### src/rtl/simon_kexp_arb.sv
// simon_kexp_arb: round-robin front end that shares one SIMON key expander between two requesters.
// Defining SIMON_KEY_CACHE_EN adds a one-entry cache of the last successfully expanded key and mode.
module simon_kexp_arb #(
  parameter int TIMEOUT = 255
) (
  input  logic         ck,
  input  logic         nrst,
  input  logic         req0_valid,
  input  logic         req1_valid,
  input  logic [127:0] req0_key,
  input  logic [127:0] req1_key,
  input  logic         req0_mode,
  input  logic         req1_mode,
  output logic         req0_ready,
  output logic         req1_ready,
  output logic         req0_done,
  output logic         req1_done,
  output logic         err,
  output logic [127:0] kexp_key,
  output logic         kexp_mode,
  output logic         kexp_k_valid,
  input  logic         kexp_k_ready,
  input  logic         kexp_exp_valid,
  output logic         sched_valid,
  output logic         sched_owner
);

  localparam int CW = (TIMEOUT < 2) ? 1 : $clog2(TIMEOUT + 1);

  typedef enum logic [1:0] {IDLE, ISSUE, WAIT, DONE} state_t;

  state_t         state_q, state_d;
  logic           grant_q, grant_d;
  logic           ptr_q, ptr_d;
  logic [127:0]   key_q, key_d;
  logic           mode_q, mode_d;
  logic [CW-1:0]  cnt_q, cnt_d;
  logic           sv_q, sv_d;
  logic           owner_q, owner_d;
  logic           sel;
  logic           cache_hit;

  assign kexp_key  = key_q;
  assign kexp_mode = mode_q;

`ifdef SIMON_KEY_CACHE_EN
  logic [127:0] ckey_q, ckey_d;
  logic         cmode_q, cmode_d;
  logic         cvalid_q, cvalid_d;

  // Lookup uses the latched key, so a hit is resolved in ISSUE before anything is sent to the expander.
  assign cache_hit = cvalid_q && (ckey_q == key_q) && (cmode_q == mode_q);

  always_comb begin
    ckey_d   = ckey_q;
    cmode_d  = cmode_q;
    cvalid_d = cvalid_q;
    if (state_q == DONE) begin
      ckey_d   = key_q;
      cmode_d  = mode_q;
      cvalid_d = 1'b1;
    end
    if (err) begin
      cvalid_d = 1'b0;
    end
  end

  always_ff @(posedge ck) begin
    if (!nrst) begin
      ckey_q   <= '0;
      cmode_q  <= 1'b0;
      cvalid_q <= 1'b0;
    end else begin
      ckey_q   <= ckey_d;
      cmode_q  <= cmode_d;
      cvalid_q <= cvalid_d;
    end
  end
`else
  assign cache_hit = 1'b0;
`endif

  always_comb begin
    state_d      = state_q;
    grant_d      = grant_q;
    ptr_d        = ptr_q;
    key_d        = key_q;
    mode_d       = mode_q;
    cnt_d        = cnt_q;
    sv_d         = sv_q;
    owner_d      = owner_q;
    sel          = 1'b0;
    req0_ready   = 1'b0;
    req1_ready   = 1'b0;
    req0_done    = 1'b0;
    req1_done    = 1'b0;
    err          = 1'b0;
    kexp_k_valid = 1'b0;
    sched_valid  = sv_q;
    sched_owner  = owner_q;

    // Outputs stay quiet while reset is held, even if a requester is already waiting.
    if (nrst) begin
      case (state_q)
        IDLE: begin
          cnt_d = '0;
          if (req0_valid || req1_valid) begin
            sel        = (req0_valid && req1_valid) ? ptr_q : req1_valid;
            grant_d    = sel;
            ptr_d      = ~sel;
            key_d      = sel ? req1_key : req0_key;
            mode_d     = sel ? req1_mode : req0_mode;
            req0_ready = ~sel;
            req1_ready = sel;
            state_d    = ISSUE;
          end
        end
        ISSUE: begin
          if (cache_hit) begin
            state_d = DONE;
          end else if (kexp_k_ready) begin
            kexp_k_valid = 1'b1;
            sv_d         = 1'b0;
            sched_valid  = 1'b0;
            cnt_d        = '0;
            state_d      = WAIT;
          end
        end
        WAIT: begin
          if (kexp_exp_valid) begin
            state_d = DONE;
          end else if (cnt_q == CW'(TIMEOUT)) begin
            err     = 1'b1;
            cnt_d   = '0;
            state_d = IDLE;
          end else begin
            cnt_d = cnt_q + CW'(1);
          end
        end
        DONE: begin
          req0_done   = ~grant_q;
          req1_done   = grant_q;
          sv_d        = 1'b1;
          owner_d     = grant_q;
          sched_valid = 1'b1;
          sched_owner = grant_q;
          state_d     = IDLE;
        end
        default: state_d = IDLE;
      endcase
    end
  end

  always_ff @(posedge ck) begin
    if (!nrst) begin
      state_q <= IDLE;
      grant_q <= 1'b0;
      ptr_q   <= 1'b0;
      key_q   <= '0;
      mode_q  <= 1'b0;
      cnt_q   <= '0;
      sv_q    <= 1'b0;
      owner_q <= 1'b0;
    end else begin
      state_q <= state_d;
      grant_q <= grant_d;
      ptr_q   <= ptr_d;
      key_q   <= key_d;
      mode_q  <= mode_d;
      cnt_q   <= cnt_d;
      sv_q    <= sv_d;
      owner_q <= owner_d;
    end
  end

endmodule

### config.mk
export PLATFORM = sky130hd
export DESIGN_NAME = simon_kexp_arb
export DESIGN_NICKNAME = d
export VERILOG_FILES = /design/src/rtl/simon_kexp_arb.sv
export SDC_FILE = /design/constraint.sdc
export NUM_CORES = 1
export LEC_CHECK = 0
export BUFFER_PORTS_ARGS = -buffer_cell sky130_fd_sc_hd__buf_2
export CORE_AREA = 2 2 154 156
export CTS_CLUSTER_SIZE = 16
export DETAILED_ROUTE_END_ITERATION = 6
export DIE_AREA = 0 0 156 158
export GPL_ROUTABILITY_DRIVEN = 0
export HOLD_SLACK_MARGIN = 0.06
export PLACE_DENSITY = 0.54
export REMOVE_ABC_BUFFERS = 1
export SLEW_MARGIN = 30
export SYNTH_ARGS = -nofsm -noshare
export SYNTH_HDL_FRONTEND = slang
export SYNTH_SLANG_ARGS = --single-unit
### constraint.sdc
create_clock -name ck -period 3.2 [get_ports ck]
set_input_delay 0.32 -clock ck [delete_from_list [all_inputs] [get_ports ck]]
set_output_delay 0.32 -clock ck [all_outputs]
set_load 0.005 [all_outputs]
==> results by stage, run 1 <==
Global route:
- Global routing finished with a remaining overflow of 0.
- The wire length of the first global-routing pass is 28.1 mm.
- Global routing used 14.5% of the available tracks across all layers.
- The number of global-route vias before repair is 5308.
- The pin count of the biggest net entering global routing is 59.
- The initial antenna violation count is 0.

Synthesis:
- Synthesis inferred 143 register bits.
- The share of synthesized area occupied by flip-flops and latches is 53.2%.
- The Yosys step of the flow raised 0 warnings.
- The number of synthesized flops with an enable pin is 0.
- The synthesized netlist devotes 27.0% of its cell area to compound gates.
- The most frequent cell after synthesis is sky130_fd_sc_hd__dfxtp_1.
- The share of the synthesized netlist area taken by xor and xnor gates is 0.488%.
- By area, the combinational part of the netlist is dominated by compound AO/OA/AOI/OAI gates.
- In the synthesized netlist, the number of instances is 542.
- The average instance in the mapped netlist occupies 9.93 um2.
- Ranked by instance count, the synthesized netlist is headed by sky130_fd_sc_hd__dfxtp_1, sky130_fd_sc_hd__a222oi_1, sky130_fd_sc_hd__inv_1.
- Synthesis instantiated 35 different standard cells from the library.
- The most used flip-flop cell after synthesis is sky130_fd_sc_hd__dfxtp_1.
- In this run the cell area of the synthesized design comes to 5380 um2.
- Of the total synthesized cell area, the portion taken by AND, OR, NAND and NOR gates is 6.79%.
- For this run, asynchronously set or reset flops after synthesis account for 0%.
- The portion of synthesized area spent on multiplexers is 0.186%.
- The post-synthesis cell type with the largest combined area is sky130_fd_sc_hd__dfxtp_1.
- The adder-cell share of the synthesized area is 0.233%.
- Sorting the synthesized cells by area gives the leading types as sky130_fd_sc_hd__dfxtp_1, sky130_fd_sc_hd__a222oi_1, sky130_fd_sc_hd__inv_1.
- The fraction of post-synthesis cell area in the top cell type by area is 53.2%.

Min path:
- Along the worst hold path, the cell count comes to 3.
- The hold-critical path endpoint is kexp_key[62].
- The path class of the tightest hold or removal check is in -> reg.
- The start point of the worst min-delay path is req0_key[62].

Timing:
- The clock skew after layout is 0.0141 ns.
- Hold is met by 0.0979 ns.
- The post-layout minimum cycle time is 2.33 ns.
- In this run the tightest slew margin relative to its limit is 42.2%.
- The max-slew violation count is 0.
- Setup repair after global routing left no endpoint under its margin.
- Setup violations remaining at the end of the flow were counted as 0.
- The highest attainable clock frequency is 0.429 GHz.
- The hold violation count in the final report is 0.
- At the pin with the least slew margin, the transition time is 0.865 ns.
- The total negative slack for setup checks is 0 ns.
- The final critical path takes up 72.9% of the cycle.

Power and ir drop:
- VDD sags by at most 0.241 mV.
- The leakage power is 4.62 nW.
- For this design the ratio of total power to cell area is 599 nW/um2.
- Summing internal, switching and leakage power gives 4.91 mW.

Setup path:
- The kind of capture point of the worst setup path is a primary output.
- The combined buffer and inverter count along the critical path is 1.
- The worst reg2reg path endpoint is kexp_key[3].
- The cell family with the largest share of critical-path delay is simple AND/OR/NAND/NOR gates.
- The kind of launch point of the worst setup path is a flip-flop.
- The delay of the slowest critical-path stage is 0.60 ns.
- The slowest stage of the critical path is the sky130_fd_sc_hd__and4_4 cell.
- The signal arrival time at the worst endpoint is 2.01 ns.
- At the worst endpoint, the required time is 2.88 ns.
- The startpoint of the lowest-slack register-to-register path is state_q[1].
- The minimum setup slack among reg-to-reg paths is 1.19 ns.
- The startpoint-to-endpoint class of the critical path is reg -> out.
- The maximum net fanout on the critical path is 40.
- The count of cells along the worst register-to-register path is 5.
- The signal on the critical path passes through nor2_2 > and4_4 > buf_2.

Floorplanning:
- The initial utilization of the core area, before any placement, comes to 23.3%.
- The die is 158 um tall.
- The number of top-level pins is 401.
- The core region area is 23100 um2.
- The horizontal die dimension is 156 um.
- The die covers 24600 um2.
- The initialized floorplan defines 56 standard-cell rows.

CTS:
- The clock drives 143 sinks.
- TritonCTS built the clock tree.
- The clock input transition at the sequential cells of the worst setup and hold paths is 0.07 ns.
- The clock latency reported for the late side of the worst-skew pair is 0.42 ns.
- The number of buffers on the longest clock path is 2.
- Buffers inserted to repair hold after CTS numbered 0.
- Gates resized during post-CTS repair numbered 0.
- The post-CTS setup buffer count is 0.
- The cell sitting at the root of the clock tree is a sky130_fd_sc_hd__clkbuf_16.
- In this run, CTS created clock tree buffers numbering 17.
- The clock tree synthesis step divided the H-tree into 4 levels.

Drt:
- The total number of vias is 5870.
- The number of iterations in the first detailed-routing pass is 7.
- After detailed routing, the total wire length is 19.3 mm.
- The number of nets with antenna violations after detailed routing is 0.
- In the routed design, unresolved DRC markers number 0.
- The number of design-rule violations left by the first detailed-router iteration is 853.
- The routed wirelength normalized by instance count is 15.8 um.
- Dividing the detail-routed via count by the number of cells gives 4.80.

Cells and area:
- The count of non-filler cells in the finished layout is 1224.
- The final layout contains 1187 nets.
- The antenna diode count is 0.
- For this run, the share of the core covered by cells in the final layout is 35.6%.
- The total of fill cells in the finished design is 2363.
- Of the cells placed in the final design, the portion with a size suffix greater than 1 is 47.4%.
- The synthesis-to-layout area growth is 52.3%.

Flow run:
- The reported max-cap violation count is 0.

Place:
- Port buffering added 400 buffers.
- The half-perimeter wire length after detailed placement is 13.8 mm.
- Including well taps, the total number of placed cells is 1193.

Outcome:
- The run finished with clean final reports.
[layout make-up]
| type | count | area (um2) | area share (%) |
|---|---|---|---|
| Multi-Input combinational cell | 245 | 1880 | 22.9 |
| Clock buffer | 19 | 443 | 5.40 |
| Inverter | 106 | 398 | 4.85 |
| Clock inverter | 12 | 156 | 1.91 |
| Sequential cell | 143 | 2860 | 34.9 |
| Timing Repair Buffer | 409 | 2090 | 25.6 |
| Tap cell | 290 | 363 | 4.43 |
[how the worst max path moves through the flow]
stage | from | endpoint | cells past startpoint
detailed placement | state_q[1] | kexp_key[3] | 5
floorplan | state_q[1] | ptr_q | 3
global placement | state_q[1] | kexp_key[63] | 5
global route | state_q[1] | req0_ready | 3
finish | state_q[1] | req0_ready | 3
CTS | state_q[1] | req1_ready | 3
[layout by cell type, fill, tap and decap left out, types with 3 or more instances in the layout]
| master | count |
|---|---|
| sky130_fd_sc_hd__a21oi_1 | 7 |
| sky130_fd_sc_hd__a222oi_1 | 118 |
| sky130_fd_sc_hd__a22oi_1 | 12 |
| sky130_fd_sc_hd__and3_1 | 4 |
| sky130_fd_sc_hd__buf_2 | 400 |
| sky130_fd_sc_hd__buf_4 | 7 |
| sky130_fd_sc_hd__bufinv_16 | 3 |
| sky130_fd_sc_hd__clkbuf_16 | 17 |
| sky130_fd_sc_hd__clkinv_2 | 3 |
| sky130_fd_sc_hd__dfxtp_1 | 143 |
| sky130_fd_sc_hd__inv_1 | 106 |
| sky130_fd_sc_hd__inv_6 | 4 |
| sky130_fd_sc_hd__nand2_1 | 23 |
| sky130_fd_sc_hd__nand3_1 | 8 |
| sky130_fd_sc_hd__nor2_1 | 28 |
| sky130_fd_sc_hd__o21ai_0 | 14 |
| sky130_fd_sc_hd__xor2_1 | 3 |
[tightest hold or removal path: stages]
cell and delay [ns]:
sky130_fd_sc_hd__buf_2 0.07, sky130_fd_sc_hd__nand2_1 0.03, sky130_fd_sc_hd__o21ai_0 0.05
[power by group]
part	switching, mW	total [mW]	internal (mW)	leakage (nW)
Sequential	0.105	2.07	1.97	1.18
Combinational	0.394	0.788	0.393	3.15
Clock	0.796	2.05	1.25	0.294
[metrics by stage]
stage,worst slack [ns],area (um2)
after floorplan,-0.0599,5130
after detailed placement,1.19,7600
after CTS,0.846,8200
after global routing,0.724,8200
final,0.866,8200
after global placement,1.19,7600
[layer usage]
layer	routed length (um)	share of wire, %	GRT usage [%]	vias to the layer above
met5	0	0	0	-
met4	240	1.2	4.54	0
met3	1520	7.9	4.30	14
met2	9700	50	24.7	291
met1	7890	41	17.5	2743
li1	-	-	-	2822
[flip-flops by register name, summed over array words and instances, names as in the netlist]
register / flops
ptr_q: 1
state_q: 2
kexp_mode: 1
cnt_q: 8
sv_q: 1
kexp_key: 128
owner_q: 1
grant_q: 1
[cells by family (layout without fill, tap and decap cells)]
kind of cell               after synthesis  after routing
AOI/OAI and AO/OA                      161            161
buffers and inverters                  154            546
DFF                                    143            143
and+or+nand+nor                         79             79
xor gates and xnor gates                 3              3
adders and majority gates                1              1
muxes                                    1              1
(Power assumes the default switching activity.)
==> run 2: changes to the inputs <==
==> constraint.sdc (replaced) <==
create_clock -name ck -period 2.3 [get_ports ck]
set_input_delay 0.23 -clock ck [delete_from_list [all_inputs] [get_ports ck]]
set_output_delay 0.23 -clock ck [all_outputs]
set_load 0.005 [all_outputs]
==> run 2 against run 1 <==
Effect of this change:
- the flow now finishes with violations (DRC)
- clock power up 35%
- cell count up 18%
- global-route usage increased by 2.8 points
- sequential share of layout area fell by 7.3 points
- sequential power grew 40%
- flip-flop and latch count is the same
- highest routed layer unchanged
- critical path depth is 3 higher
- power increased by 45%
- setup slack worse by 0.73 ns
- non-clock buffer count rose by 218
==> results by stage, run 2 (synthesized netlist as in run 1, its figures left out) <==
Timing:
- The final-layout worst hold slack is 0.0810 ns (-0.0169 ns).
- The smallest clock period supported by the final layout is computed as 2.17 ns.
- The relative slew slack is 43.3% (+1.1 points).
- Setup repair after global routing left no endpoint under its margin.
- The hold violation count in the final report is 0 (unchanged).
- The clock skew after layout was 0.0112 ns (-0.00291 ns).
- The highest attainable clock frequency is 0.462 GHz.
- The setup violation total in the final timing report is 0 (unchanged).
- The final period utilization is 94.2%.
- The slew of the pin with the lowest slew margin came to 0.850 ns (-0.0149 ns).
- The max-slew violation count is 0 (unchanged).

Cells and area:
- The final standard cell utilization of the core is 45.0% (+9.5 points).
- The number of flip-flops under the largest register name is 128 (unchanged).
- Leaving out fill and tap cells, the most frequent cell in the layout is sky130_fd_sc_hd__buf_2.
- The proportion of layout cells with a drive suffix above 1 came to 39.1% (-8.3 points).
- The antenna diode count came to 0 (unchanged).
- The synthesis-to-layout area growth is 93.0%.
- The total of fill cells in the finished design is 2147 (-9.1%).
- The total number of nets in the final design was 1406 (+18%).
- The library cells used most frequently in the layout, excluding fill and tap cells, are sky130_fd_sc_hd__buf_2, sky130_fd_sc_hd__dlygate4sd3_1, sky130_fd_sc_hd__dfxtp_1, sky130_fd_sc_hd__a222oi_1, sky130_fd_sc_hd__inv_1.

CTS:
- TritonCTS built the clock tree.
- The post-CTS setup buffer count is 0 (unchanged).
- The root cell of the clock tree is sky130_fd_sc_hd__clkbuf_16.
- The clock latency reported for the late side of the worst-skew pair is 0.42 ns (about the same).
- The clock input transition at the sequential cells of the worst setup and hold paths was 0.07 ns (about the same).
- The total clock buffers created by CTS is 17 (unchanged).
- The count of clock tree sinks is 143 (unchanged).
- The number of buffers on the longest clock path is 2 (unchanged).
- The number of levels the H-tree was split into is 4 (unchanged).

Setup path:
- The worst setup path is launched from a flip-flop.
- The maximum net fanout on the critical path is 46 (+15%).
- The first element of the critical path is state_q[1].
- The slowest cell on the critical path is sky130_fd_sc_hd__dlygate4sd3_1.
- The startpoint identified for the worst register-to-register timing path is state_q[1].
- STA classifies the critical path endpoint as a flip-flop.
- The required time at the endpoint of the critical path came to 2.62 ns (-0.26 ns).
- The combined buffer and inverter count along the critical path is 3 (+2).
- The startpoint-to-endpoint class of the critical path is reg -> reg.
- The delay of the slowest critical-path stage was 0.61 ns (about the same).
- The signal arrival time at the worst endpoint came to 2.49 ns (+0.48 ns).
- Traced cell by cell, the critical path runs through nor2_4 > and4_4 > buf_12 > a222oi_1 > dlygate4sd3_1 > inv_1.
- Among cell families on the critical path, the largest total delay comes from buffers and inverters.

Drt:
- The number of nets with antenna violations after detailed routing is 0 (unchanged).
- The number of iterations in the first detailed-routing pass came to 7 (unchanged).
- The post-detailed-routing wire length was 23.4 mm (+21%).
- The routed wirelength normalized by instance count was 16.2 um (+2.6%).
- The number of design-rule violations left by the first detailed-router iteration came to 1060 (+24%).
- The post-detailed-route DRC marker count is 12 (+12).
- The total number of vias is 6960 (+19%).
- The post-detailed-route via-to-cell ratio is 4.82 (+0.50%).

Floorplanning:
- The starting density of the core is 23.3% (unchanged).
- The number of top-level pins was 401 (unchanged).
- The horizontal die dimension came to 156 um (unchanged).
- The core region area is 23100 um2 (unchanged).
- The area of the die is 24600 um2 (unchanged).
- The number of standard-cell rows in the floorplan was 56 (unchanged).
- The vertical extent of the die is 158 um (unchanged).

Global route:
- The initial antenna violation count is 0 (unchanged).
- The aggregate global routing overflow is 0 (unchanged).
- The number of global-route vias before repair is 6813 (+28%).
- The all-layer global routing usage was 17.2% (+2.8 points).
- The pin count of the biggest net entering global routing is 66 (+12%).
- The wire length of the first global-routing pass was 34.0 mm (+21%).

Min path:
- In this run the most critical hold path is launched from req0_key[101].
- The kind of path behind the tightest hold check is in -> reg.

Outcome:
- The checks that failed: DRC.
- The flow ran to the end, but the final reports show violations.

Place:
- The half-perimeter wire length after detailed placement is 13.8 mm (-0.18%).
- The number of buffers added on ports is 400 (unchanged).

Power and ir drop:
- The ratio of total power to cell area is 685 nW/um2 (+14%).
- The leakage power is 5.50 nW (+19%).
- The post-route total power is 7.12 mW (+45%).
- The worst IR drop on VDD came to 0.395 mV (+64%).

Flow run:
- The reported max-cap violation count is 0 (unchanged).
run 2: changes by cell type in the layout (fill, tap and decap cells not counted), moves of 2 or more:
cell	delta
sky130_fd_sc_hd__clkinv_4	+2
sky130_fd_sc_hd__dlygate4sd3_1	+213
sky130_fd_sc_hd__buf_4	+4
sky130_fd_sc_hd__clkinvlp_4	+3
sky130_fd_sc_hd__clkinv_2	-2
run 2: metal layers:
layer	up-vias	track usage (%)	wire, um
met5	-	0	0
met1	3295	19.3	9220
met3	45	4.57	1750
met4	0	7.08	574
li1	3261	-	-
met2	359	31.1	11900
run 2: power by group:
| group | internal, mW | leakage, nW | total [mW] | switching, mW |
|---|---|---|---|---|
| combinational | 0.813 | 4.05 | 1.47 | 0.652 |
| clock | 1.62 | 0.274 | 2.76 | 1.15 |
| sequential | 2.74 | 1.18 | 2.89 | 0.149 |
run 2: area by class of cell:
class | instances | area (um2) | share of cell area, %
repair buffers | 627 | 4280 | 41.2
flip-flops and latches | 143 | 2860 | 27.6
multi-input cells | 246 | 1890 | 18.2
clock buffers | 18 | 429 | 4.13
inverters | 106 | 398 | 3.83
well taps | 290 | 363 | 3.50
clock inverters | 14 | 156 | 1.51
run 2: final timing paths:
kind | endpoint | depth (start not counted) | slack [ns]
setup reg to reg | kexp_key[112] | 6 | 0.13
setup / recovery | kexp_key[112] | 6 | 0.13
hold / removal | kexp_key[101] | 3 | 0.08
hold reg to reg | kexp_key[84] | 2 | 0.45
run 2: repair_timing:
item                       4_1_cts  5_1_grt
hold buffers                   213        0
setup endpoints to repair        0       12
resized for setup                0        2
hold endpoints to repair       110        0
run 2: through the flow:
step	setup WS, ns	area, um2	std cells	TNS, ns
after floorplan	-0.960	5130	494	-106.69
after global placement	0.420	7650	1198	0
after detailed placement	0.384	7650	1198	0
after CTS	0.0566	10400	1443	0
after global routing	0.00939	10400	1444	0
final	0.134	10400	1444	0
run 2: worst register-to-register path: stages (launching register included):
cell and delay [ns]:
sky130_fd_sc_hd__dfxtp_1 0.49, sky130_fd_sc_hd__nor2_4 0.12, sky130_fd_sc_hd__and4_4 0.22, sky130_fd_sc_hd__buf_12 0.17
sky130_fd_sc_hd__a222oi_1 0.44, sky130_fd_sc_hd__dlygate4sd3_1 0.61, sky130_fd_sc_hd__inv_1 0.04
